File: src/rtl/waveform_burst_gen.sv
// waveform_burst_gen: multi-lane pulse-burst generator with programmable valid/zero phases and repeat count
module waveform_burst_gen #(
  parameter int SAMPLE_W  = 16,
  parameter int NUM_LANES = 12,
  parameter int DUR_W     = 32,
  parameter int CNT_W     = 16
) (
  input  logic                          clk,
  input  logic                          rst,
  input  logic                          i_trigger,
  input  logic                          i_stop,
  input  logic [SAMPLE_W-1:0]           i_valid_amp,
  input  logic [SAMPLE_W-1:0]           i_zero_amp,
  input  logic [DUR_W-1:0]              i_data_duration,
  input  logic [DUR_W-1:0]              i_zero_duration,
  input  logic [CNT_W-1:0]              i_repeat,
  output logic [SAMPLE_W*NUM_LANES-1:0] o_data,
  output logic [NUM_LANES-1:0]          o_marker,
  output logic                          o_busy,
  output logic                          o_done
);
  localparam logic [1:0] IDLE = 2'd0, VALID = 2'd1, ZERO = 2'd2;
  localparam logic [DUR_W-1:0] NL = DUR_W'(NUM_LANES);
  logic [1:0] state;
  logic [DUR_W-1:0] rem, dd, zd, nrem;
  logic [SAMPLE_W-1:0] va, za;
  logic [CNT_W-1:0] rep, cnt;
  logic trig_q, start, stopping, wrap, last;
  logic [SAMPLE_W*NUM_LANES-1:0] word;
  logic [NUM_LANES-1:0] mark;
  function automatic logic [DUR_W-1:0] clamp(input logic [DUR_W-1:0] d);
    return d < NL ? NL : d;
  endfunction
  // Durations are clamped to at least one word, so a word holds at most one phase boundary.
  always_comb begin
    start = i_trigger && !trig_q && !i_stop && state == IDLE;
    stopping = state != IDLE && i_stop;
    wrap = rem <= NL;
    last = state == ZERO && rep != '0 && cnt + CNT_W'(1) == rep;
    nrem = wrap ? (state == VALID ? zd : dd) - (NL - rem) : rem - NL;
    word = '0;
    mark = '0;
    for (int k = 0; k < NUM_LANES; k++) begin
      mark[k] = state == VALID ? DUR_W'(k) < rem : state == ZERO && DUR_W'(k) >= rem && !last;
      word[k*SAMPLE_W +: SAMPLE_W] = mark[k] ? va : za;
    end
  end
  always_ff @(posedge clk or posedge rst) begin
    if (rst) begin
      state <= IDLE;
      rem <= '0;
      dd <= '0;
      zd <= '0;
      va <= '0;
      za <= '0;
      rep <= '0;
      cnt <= '0;
      trig_q <= 1'b0;
      o_data <= '0;
      o_marker <= '0;
      o_busy <= 1'b0;
      o_done <= 1'b0;
    end else begin
      trig_q <= i_trigger;
      o_data <= stopping ? {NUM_LANES{za}} : word;
      o_marker <= stopping ? '0 : mark;
      o_busy <= state != IDLE && !i_stop;
      o_done <= !i_stop && last && wrap;
      if (start) begin
        va <= i_valid_amp;
        za <= i_zero_amp;
        dd <= clamp(i_data_duration);
        zd <= clamp(i_zero_duration);
        rep <= i_repeat;
        rem <= clamp(i_data_duration);
        cnt <= '0;
        state <= VALID;
      end else if (stopping) begin
        state <= IDLE;
      end else if (state != IDLE) begin
        rem <= nrem;
        if (wrap) begin
          state <= state == VALID ? ZERO : (last ? IDLE : VALID);
          if (state == ZERO) cnt <= cnt + CNT_W'(1);
        end
      end
    end
  end
endmodule

File: config.mk
export PLATFORM = sky130hd
export DESIGN_NAME = waveform_burst_gen
export DESIGN_NICKNAME = d
export VERILOG_FILES = /design/src/rtl/waveform_burst_gen.sv
export SDC_FILE = /design/constraint.sdc
export NUM_CORES = 1
export LEC_CHECK = 0
export ABC_AREA = 1
export CAP_MARGIN = 5
export CORE_MARGIN = 1.5
export CORE_UTILIZATION = 49
export CTS_CLUSTER_DIAMETER = 50
export DETAILED_ROUTE_END_ITERATION = 10
export PLACE_DENSITY = 0.86
export SYNTH_ARGS = -nofsm -noshare
export SYNTH_HDL_FRONTEND = slang
export SYNTH_SLANG_ARGS = --single-unit
File: constraint.sdc
create_clock -name clk -period 13 [get_ports clk]
set_input_delay 2.6 -clock clk [delete_from_list [all_inputs] [get_ports clk]]
set_output_delay 2.6 -clock clk [all_outputs]
set_load 0.03 [all_outputs]
After elaboration in Yosys (flattened, before gate mapping)
Index checks and enable logic that the tools add are counted.
- bits in registers: 369
- bits of input ports: 116
- output and inout bits: 206
- logic and storage cells: 139
- $add $sub $neg: 4
- magnitude comparators: 27
- eq/ne operators: 4
- mux-type cells: 44
- reduce and logical (&&, ||, !) cells: 47
- operators with widths (cell ; number):
    16-bit two-way mux ; 17
    32-bit two-way mux ; 7
    192-bit two-way mux ; 1
    3-bit by 32-bit >= comparator with 1-bit output (first input constant) ; 4
    4-bit by 32-bit >= comparator with 1-bit output (first input constant) ; 4
    3-bit by 32-bit less-than comparator with 1-bit output (first input constant) ; 4
    4-bit by 32-bit less-than comparator with 1-bit output (first input constant) ; 4
    1-bit by 32-bit >= comparator with 1-bit output (first input constant) ; 2
    2-bit by 32-bit >= comparator with 1-bit output (first input constant) ; 2
    1-bit by 32-bit less-than comparator with 1-bit output (first input constant) ; 2
    2-bit by 32-bit less-than comparator with 1-bit output (first input constant) ; 2
    32-bit by 4-bit less-than comparator with 1-bit output (second input constant) ; 2
    1-bit logical AND ; 33
    32-bit by 4-bit <= comparator with 1-bit output (second input constant) ; 1
    32-bit subtractor ; 1
    32-bit by 4-bit subtractor with 32-bit output (second input constant) ; 1
    4-bit by 32-bit subtractor with 32-bit output (first input constant) ; 1
    16-bit by 1-bit adder with 16-bit output (second input constant) ; 1
    16-bit == test ; 1
    16-bit nonzero test ; 1
    1-bit two-way mux ; 13
    12-bit two-way mux ; 1
    2-bit two-way mux ; 5
    2-bit nonzero test ; 4
    8 further kinds ; 12

Logic depth before layout (Yosys ltp)
Gate-level depths: netlist of run 1.
- depth after elaboration: 9
- gate-level depth with buffers: 23
- mapped depth without buffers: 21

Worst setup path after synthesis of run 1
No wires, ideal clock.
- path kind: input-to-reg
- start point: in i_stop
- end point: reg o_data[144]
- setup time: 117 ps
- data arrival time: 3933 ps
- required time: 12883 ps
- slack: 8949 ps
- stages on the path: 7
- buffers on the path: 2
- cell sequence: inv_1 > nor2_1 > clkinv_1 > buf_1 > buf_1 > nand3_1 > nand2_1
- cells in the longest elaborated chain, start to end: 2
- ends and longest elaborated chain (what ; line ; RTL):
    start, declared ; 11 ; input logic i_stop,
    1-bit logical AND ; 37 ; stopping = state != IDLE && i_stop;
    192-bit two-way mux ; 65 ; o_data <= stopping ? {NUM_LANES{za}} : word;
    end signal, assigned ; 65 ;
    end, declared ; 17 ; output logic [SAMPLE_W*NUM_LANES-1:0] o_data,
No other way between the ends.
A chain may end at the register's enable or synchronous reset.

Worst setup path after layout of run 1
- start point: in i_trigger
- end point: reg rem[2]
- cells in the longest elaborated chain, start to end: 5
- elaborated cells between the ends (all ways): 7
- those cells by class: eq/ne (1); mux (1); reduce/logical (5)
- ends and longest elaborated chain (what ; line ; RTL):
    start, declared ; 10 ; input logic i_trigger,
    1-bit logical AND * (3 in a row) ; 36 ; start = i_trigger && !trig_q && !i_stop && state == IDLE;
    2-bit inequality test (no line) / 2-bit nonzero test (equally long branches) ; n/a ;
    2-bit AND reduction (no line) ; n/a ;
    end signal, assigned ; 75 ; rem <= clamp(i_data_duration);
    end signal, assigned ; 81 ; rem <= nrem;
    end, declared ; 25 ; logic [DUR_W-1:0] rem, dd, zd, nrem;
Every way passes the cells marked *; elsewhere a longest branch is shown, timed or not.

==> results.json, run 1 <==
{
  "placed_area_sq_um": 22720,
  "clock_latency_ns": 0.58,
  "min_path_type": "reg -> reg",
  "cts_made_buffers": 43,
  "ios": 322,
  "ctsHtreeMaxLevel": 2,
  "syn_area_per_cell_sq_um": 7.793,
  "synthDistinctLibCells": 42,
  "cp_cell_sequence": "clkdlybuf4s50_1 -> inv_1 -> nor2_1 -> nand3_4 -> inv_4 -> buf_4 -> o21ai_0 -> a31oi_1",
  "track_usage": 0.3062,
  "async_reset_ff_frac": 1.000,
  "clock_sinks": 369,
  "rrSetupSlack_ns": 8.38,
  "holdWs_ns": 0.4728,
  "drc": 0,
  "power.density_nw_per_um2": 320.4,
  "path_max_fanout": 115,
  "synth_edf_count": 0,
  "dr.pass1.iters": 6,
  "worstSetupPathType": "in -> reg",
  "min_from": "zd[15]$_DFFE_PP0P_",
  "routed_wirelength_mm": 62.22,
  "rsz0062_at_grt": "no",
  "final.setup.tns_ns": 0,
  "post_cts_buffers": 0,
  "synth-main-ff-cell": "dfrtp_1",
  "p_seq_frac": 0.273,
  "period_share": 0.4311,
  "r2r_cells": 19,
  "rows": 72,
  "period_minus_slack_ns": 5.604,
  "hold_path_end": "zd[15]$_DFFE_PP0P_",
  "finalMaxSlewViolations": 0,
  "ctsHoldBuffers": 0,
  "p_sw_frac": 0.4966,
  "ys_warn_count": 0,
  "grt_max_degree": 146,
  "drive_gt1_frac": 0.04889,
  "pwr-share-comb": 0.573,
  "antenna_left": 0,
  "clk_pin_slew_ns": 0.06,
  "grt_overflow": 0,
  "synth-seq-area-share": 0.4774,
  "fp.dieW_um": 201.7,
  "via_per_inst": 5.593,
  "p_leak_uw": 0.01172,
  "final_area_sq_um": 24110,
  "area_growth_pct": 24.67,
  "grt_pass1_vias": 17860,
  "p_int_uw": 3889,
  "slowest_delay_ns": 0.89,
  "arrival_ns": 6.09,
  "io_buffers": 321,
  "nets": 2934,
  "max_freq_mhz": 178.5,
  "finalHoldViolations": 0,
  "timing.rr.start": "state[0]$_DFFE_PP0P_",
  "core_area_sq_um": 38830,
  "gp_congestion": 0.9766,
  "clock_path_buffers": 3,
  "maxCapViolCount": 0,
  "antenna_found_initial": 3,
  "tritoncts": "built",
  "slowest_stage": "buf_4",
  "synth.cell_area_sq_um": 19340,
  "dpl.hpwl_mm": 44.90,
  "tightestPinTransition_ns": 1.152,
  "required_ns": 13.49,
  "die_h_um": 201.7,
  "slew_headroom": 0.2322,
  "r2r-end": "rem[31]$_DFFE_PP0P_",
  "end_kind": "flip-flop",
  "peakVddDrop_mv": 0.1640,
  "syn_nets": 2665,
  "finalSetupViolCount": 0,
  "wire_per_inst_um": 18.85,
  "worst_slack_ns": 7.396,
  "whs_path_depth": 2,
  "grt_pass1_wl_mm": 97.86,
  "clockPowerShare": 0.154,
  "syn_inst": 2482,
  "root_buffer": "clkbuf_16",
  "start_util": 0.4982,
  "cts_resized": 0,
  "ys_seq_elements": 369,
  "switchingPower_uw": 3837,
  "finClkSkew_ns": 0.02655,
  "die_area_sq_um": 40670,
  "antenna_cells": 0,
  "p_total_uw": 7726,
  "dpl_worst_slack_ns": 6.840,
  "num_vias": 18460,
  "startpoint_type": "input port",
  "outcome": "completed",
  "first_iter_violations": 1682
}
## placed cells by master, fill, tap and decap left out, types with 11 or more instances in the layout
| cell type | n |
|---|---|
| nor3_1 | 16 |
| o21ai_1 | 83 |
| dfrtp_1 | 369 |
| o21ai_0 | 159 |
| nor4_1 | 16 |
| nand2_1 | 817 |
| inv_1 | 238 |
| a21oi_1 | 63 |
| ha_1 | 66 |
| xor2_1 | 26 |
| clkbuf_1 | 11 |
| clkdlybuf4s50_1 | 321 |
| nand3_1 | 193 |
| clkbuf_16 | 43 |
| nand4_1 | 27 |
| a31oi_1 | 18 |
| nor2_1 | 170 |
| nand2_4 | 21 |
## critical path, delay by kind of cell
kind                   cells  cell delay, ns
buffers and inverters      4            2.08
AND/OR/NAND/NOR            2            0.73
AO/OA/AOI/OAI              2            0.56
## routing by layer
layer  GRT usage  vias up  part of all wire
met5           0        -           0.00063
met4      0.1538        6             0.051
met3     0.05134      194             0.082
met2      0.5105     1051              0.47
met1      0.3854     8699              0.39
li1            -     8506                 -
## how the worst max path moves through the flow
stage	startpoint	end	slack (ns)	cells past startpoint
2_1_floorplan	rst	cnt[0]$_DFFE_PP0P_	0.15	1
4_1_cts	i_trigger	rem[2]$_DFFE_PP0P_	7.43	8
6_report	i_trigger	rem[2]$_DFFE_PP0P_	7.40	8
3_5_place_dp	i_trigger	rem[2]$_DFFE_PP0P_	6.84	8
5_1_grt	i_trigger	rem[2]$_DFFE_PP0P_	7.03	8
3_3_place_gp	i_trigger	rem[2]$_DFFE_PP0P_	6.99	8
## layout make-up
type | count | area, sq um
timing repair buffer | 331 | 3288
inverter | 247 | 938.4
clock buffer | 57 | 1159
fill | 3194 | 14710
sequential | 369 | 9234
multi-input combinational | 1759 | 8616
tap | 518 | 648.1
clock inverter | 19 | 231.5
## cell families (layout without fill, tap and decap cells)
group                    after synthesis  after routing  share of synthesized area
XOR/XNOR                              29             29                    0.01313
AND/OR/NAND/NOR                     1301           1301                     0.2875
multiplexers                           5              5                   0.002588
AO/OA/AOI/OAI                        357            357                    0.09781
buffers and inverters                354            654                    0.07782
flip-flops                           369            369                     0.4774
adder cells (fa/ha/maj)               67             67                    0.04373
## synthesized netlist by cell type, types with 5 or more instances
master,n,area share
nand2_1,817,0.16
dfrtp_1,369,0.48
inv_1,240,0.047
nand3_1,194,0.050
nor2_1,170,0.033
o21ai_0,159,0.041
o21ai_1,83,0.021
ha_1,66,0.043
a21oi_1,63,0.016
clkbuf_1,50,0.0097
nand4_1,27,0.0087
xor2_1,26,0.012
nand2_4,21,0.012
a31oi_1,18,0.0058
buf_2,18,0.0047
buf_6,16,0.0093
nor3_1,16,0.0041
nor4_1,16,0.0052
buf_1,14,0.0027
nand2_2,10,0.0032
buf_4,9,0.0035
o211ai_1,8,0.0031
nand3_2,7,0.0036
nand3b_1,7,0.0027
o21bai_1,7,0.0027
nor2_2,6,0.0019
inv_2,5,0.00097
mux2i_1,5,0.0026
o21a_1,5,0.0019
o22ai_1,5,0.0016
or2_2,5,0.0016
## power groups by stage
stage | Combinational, uW | Clock (uW) | Sequential (uW)
after global routing | 4860 | 1240 | 2150
after global placement | 4240 | 0 | 2090
after CTS | 4380 | 1200 | 2090
final | 4430 | 1190 | 2110
after detailed placement | 4350 | 0 | 2100
after floorplan | 2500 | 0 | 2480
## state kept, by name, summed over array words and instances, names as in the netlist
signal	flops
dd	32
zd	32
rem	32
o_marker	12
va	16
o_data	192
o_busy	1
trig_q	1
za	16
rep	16
cnt	16
o_done	1
state	2
## metrics by stage
step                      utilization  instances
after global routing           0.6211       3300
after global placement         0.5853       3224
final                          0.6211       3300
after CTS                      0.6211       3300
after detailed placement       0.5853       3224
after floorplan                     -       2482
Power figures use the tool's default switching activity.
==> inputs of run 2 (changes only) <==
clock period = 4.5 ns   (was 13 ns; I/O delays follow)
==> results.json, run 2 (synthesis gave the netlist of run 1 again) <==
{
  "max_freq_mhz": 262.9,
  "largest_reg_flops": 192,
  "die_area_sq_um": 40670,
  "min_path_type": "reg -> reg",
  "clock_latency_ns": 0.59,
  "period_minus_slack_ns": 3.804,
  "cts_made_buffers": 43,
  "worst_slack_ns": 0.6962,
  "wire_per_inst_um": 18.81,
  "post_cts_buffers": 0,
  "period_share": 0.8453,
  "path_max_fanout": 26,
  "tightestPinTransition_ns": 1.240,
  "finalHoldViolations": 0,
  "rows": 72,
  "multi_input_area_sq_um": 8616,
  "grt_overflow": 0,
  "final_area_sq_um": 24320,
  "finalMaxSlewViolations": 0,
  "track_usage": 0.3064,
  "start_util": 0.4982,
  "routed_wirelength_mm": 62.20,
  "clk_pin_slew_ns": 0.06,
  "first_iter_violations": 1417,
  "dpl.hpwl_mm": 45.49,
  "rsz0062_at_grt": "no",
  "finClkSkew_ns": 0.02417,
  "fp.dieW_um": 201.7,
  "nets": 2939,
  "area.sequential_sq_um": 9234,
  "clock_path_buffers": 3,
  "placed_area_sq_um": 22820,
  "cts_resized": 0,
  "startpoint_type": "flip-flop",
  "p_leak_uw": 0.01184,
  "r2r_cells": 16,
  "antenna_cells": 0,
  "drive_gt1_frac": 0.05129,
  "via_per_inst": 5.571,
  "tritoncts": "built",
  "p_total_uw": 22550,
  "arrival_ns": 4.30,
  "peakVddDrop_mv": 0.4430,
  "gp_congestion": 1.034,
  "root_buffer": "clkbuf_16",
  "worstSetupPathType": "reg -> reg",
  "final_common_cell": "nand2_1",
  "required_ns": 5.00,
  "ctsHtreeMaxLevel": 2,
  "rrSetupSlack_ns": 0.70,
  "clock_sinks": 369,
  "dr.pass1.iters": 8,
  "dpl_worst_slack_ns": 0.5315,
  "grt_pass1_wl_mm": 97.41,
  "drc": 0,
  "core_area_sq_um": 38830,
  "holdWs_ns": 0.4816,
  "whs_path_depth": 2,
  "maxCapViolCount": 0,
  "finalSetupViolCount": 0,
  "num_vias": 18420,
  "ctsHoldBuffers": 0,
  "slew_headroom": 0.1704,
  "die_h_um": 201.7,
  "antenna_left": 0,
  "power.density_nw_per_um2": 927.3,
  "final_cell_mix": "nand2_1, dfrtp_1, clkdlybuf4s50_1",
  "num-fill-cells": 3213,
  "io_buffers": 321,
  "grt_max_degree": 118,
  "end_kind": "flip-flop",
  "outcome": "completed",
  "antenna_found_initial": 2,
  "grt_pass1_vias": 17810,
  "area_growth_pct": 25.72,
  "regMostFlops": "o_data",
  "ios": 322
}
==> run 2: changes by cell type in the layout (fill, tap and decap cells not counted), sizes merged <==
cell	previous run	this run
buf	10	15
clkinv	13	6
bufinv	3	5
inv	245	251
clkbuf	57	61
clkinvlp	5	1
==> run 2: critical path, stage by stage, from the launching register on <==
cell	delay, ns
dfrtp_1	0.40
nor2_1	0.16
buf_4	0.36
o21ai_0	0.14
ha_1	0.30
ha_1	0.18
inv_1	0.07
fa_1	0.41
o21ai_1	0.35
a21oi_1	0.19
o21ai_0	0.49
nand2_1	0.10
nand2_1	0.13
nor2_1	0.05
o21ai_0	0.15
nand2_1	0.06
a21oi_1	0.16
==> run 2: stage by stage <==
step	instances	TNS (ns)	utilization
floorplan	2482	-498.95	-
global route	3306	0	0.6263
CTS	3306	0	0.6263
global placement	3229	0	0.5877
finish	3306	0	0.6263
detailed placement	3229	0	0.5877
==> run 2: cell type report <==
| class | instances | share of cell area |
|---|---|---|
| multi-input combinational | 1759 | 0.3543 |
| sequential | 369 | 0.3797 |
| tap | 518 | 0.02665 |
| inverter | 247 | 0.03844 |
| clock buffer | 61 | 0.05032 |
| clock inverter | 16 | 0.01122 |
| timing repair buffer | 336 | 0.1393 |
==> run 2: routing by layer <==
| layer | vias up | GRT usage | wire [um] |
|---|---|---|---|
| li1 | 8515 | - | - |
| met4 | 4 | 0.1474 | 3073 |
| met1 | 8682 | 0.3808 | 24160 |
| met3 | 214 | 0.05134 | 5043 |
| met2 | 1003 | 0.5196 | 29900 |
| met5 | - | 0 | 27 |
==> run 2: final timing paths <==
kind                                       from                  end
setup / recovery           state[1]$_DFFE_PP0P_  rem[23]$_DFFE_PP0P_
hold / removal               dd[12]$_DFFE_PP0P_   dd[12]$_DFFE_PP0P_
setup reg to reg           state[1]$_DFFE_PP0P_  rem[23]$_DFFE_PP0P_
hold reg to reg              dd[12]$_DFFE_PP0P_   dd[12]$_DFFE_PP0P_
max in group asynchronous                   rst   rep[7]$_DFFE_PP0P_
min in group asynchronous                   rst    zd[8]$_DFFE_PP0P_
==> run 2: report_power, final <==
part           internal [uW]  switching [uW]  total, uW
logic                   4430            8290      12700
registers               4810            1330       6150
clock network           2220            1460       3680
==> inputs of run 3 (changes only) <==
CORE_UTILIZATION = 50   (was 49)
PLACE_DENSITY = 0.85   (was 0.86)
clock period = 3.8 ns   (was 4.5 ns; I/O delays follow)
==> results.json, run 3 (synthesis gave the netlist of run 1 again) <==
{
  "outcome": "complete, but fails checks",
  "violations": "DRC",
  "grt_pass1_vias": 18150,
  "crit_start": "state[1]$_DFFE_PP0P_",
  "grt_overflow": 0,
  "clk_pin_slew_ns": 0.05,
  "cts_resized": 0,
  "peakVddDrop_mv": 0.5446,
  "drc": 1,
  "dr.pass1.iters": 11,
  "via_per_inst": 5.595,
  "nets": 2949,
  "tritoncts": "built",
  "r2r-end": "rem[31]$_DFFE_PP0P_",
  "pwr-share-comb": 0.570,
  "post_cts_buffers": 0,
  "final.setup.tns_ns": 0,
  "switchingPower_uw": 13270,
  "final_common_cell": "nand2_1",
  "power.density_nw_per_um2": 1097,
  "startpoint_type": "flip-flop",
  "routed_wirelength_mm": 64.34,
  "slew_headroom": 0.4964,
  "clock_sinks": 369,
  "ctsHoldBuffers": 0,
  "io_buffers": 321,
  "multi_input_area_sq_um": 8616,
  "finalSetupViolCount": 0,
  "final_area_sq_um": 24300,
  "min_from": "zd[23]$_DFFE_PP0P_",
  "max_freq_mhz": 283.7,
  "p_total_uw": 26650,
  "area.sequential_sq_um": 9234,
  "required_ns": 4.28,
  "end_kind": "flip-flop",
  "clockPowerShare": 0.154,
  "die_area_sq_um": 39870,
  "rrSetupSlack_ns": 0.28,
  "num-fill-cells": 3135,
  "finClkSkew_ns": 0.03103,
  "arrival_ns": 4.01,
  "antenna_left": 0,
  "clock_path_buffers": 3,
  "timing.rr.start": "state[1]$_DFFE_PP0P_",
  "area_growth_pct": 25.62,
  "fin_util": 0.6420,
  "final_cells": 3309,
  "tightestPinTransition_ns": 0.7554,
  "ios": 322,
  "rows": 71,
  "root_buffer": "clkbuf_16",
  "finalHoldViolations": 0,
  "p_int_uw": 13380,
  "placed_area_sq_um": 22900,
  "crit_end": "rem[31]$_DFFE_PP0P_",
  "dpl.hpwl_mm": 46.62,
  "maxCapViolCount": 0,
  "die_h_um": 199.7,
  "ctsHtreeMaxLevel": 2,
  "r2r_cells": 16,
  "path_max_fanout": 23,
  "finalMaxSlewViolations": 0,
  "gp_congestion": 0.9721,
  "fp.dieW_um": 199.7,
  "wire_per_inst_um": 19.44,
  "p_leak_uw": 0.01183,
  "cts_made_buffers": 43,
  "regMostFlops": "o_data",
  "placedCellCount": 3232,
  "worstSetupPathType": "reg -> reg",
  "drive_gt1_frac": 0.05540,
  "p_sw_frac": 0.4979,
  "final_cell_mix": "nand2_1, dfrtp_1, clkdlybuf4s50_1",
  "antenna_found_initial": 1,
  "grt_max_degree": 128,
  "start_util": 0.5111,
  "num_vias": 18510,
  "period_share": 0.9275,
  "track_usage": 0.3262,
  "core_area_sq_um": 37840,
  "p_seq_frac": 0.276,
  "rsz0062_at_grt": "no",
  "clock_latency_ns": 0.59,
  "first_iter_violations": 1670,
  "antenna_cells": 0,
  "period_minus_slack_ns": 3.525,
  "largest_reg_flops": 192,
  "grt_pass1_wl_mm": 99.63,
  "min_path_type": "reg -> reg"
}
## run 3: cell types whose count changed in the layout (fill, tap and decap cells not counted), sizes merged
cell / change
buf: +10
bufinv: -3
clkinvlp: +5
clkinv: +3
clkbuf: -5
## run 3: how the worst min path moves through the flow
stage	end	slack (ns)	cells past startpoint
finish	zd[23]$_DFFE_PP0P_	0.48	2
floorplan	zd[10]$_DFFE_PP0P_	0.44	2
global placement	zd[25]$_DFFE_PP0P_	0.46	2
detailed placement	zd[25]$_DFFE_PP0P_	0.46	2
global route	zd[7]$_DFFE_PP0P_	0.51	2
CTS	zd[25]$_DFFE_PP0P_	0.47	2
## run 3: cell type report
type	count	share of cell area
multi-input combinational	1759	0.3546
inverter	247	0.03847
sequential	369	0.3800
timing repair buffer	346	0.1431
clock inverter	21	0.009166
clock buffer	56	0.04835
tap	511	0.02631
## run 3: worst max-delay path: stages (launching register included)
cell      delay, ns
dfrtp_1        0.41
nor2_1         0.27
buf_12         0.20
o21ai_0        0.12
ha_1           0.31
ha_1           0.17
inv_1          0.06
fa_1           0.39
o21ai_0        0.30
a21oi_1        0.19
o21ai_1        0.37
nand2_1        0.12
nand3b_1       0.10
nand3_1        0.07
o21ai_0        0.09
nand2_1        0.07
a21oi_1        0.17
## run 3: power groups by stage
stage / logic, uW / clock network [uW] / registers (uW)
after floorplan: 8570 / 0 / 8490
after global placement: 14600 / 0 / 7290
after detailed placement: 14900 / 0 / 7320
after CTS: 15000 / 4150 / 7270
after global routing: 16800 / 4300 / 7450
final: 15200 / 4110 / 7350
## run 3: per-layer routing
layer  global-route usage  vias up  routed length [um]
li1                     -     8521                   -
met1               0.4048     8678               24530
met2               0.5373     1096               29830
met3              0.06143      217                6451
met4               0.1793        2                3508
met5                    0        -                  13
## run 3: stage by stage
| stage | setup slack, ns | hold WS [ns] |
|---|---|---|
| after floorplan | -1.912 | 0.4436 |
| after global placement | 0.2782 | 0.4588 |
| after detailed placement | 0.2037 | 0.4606 |
| after CTS | 0.1468 | 0.4750 |
| after global routing | 0.03247 | 0.5068 |
| final | 0.2755 | 0.4789 |
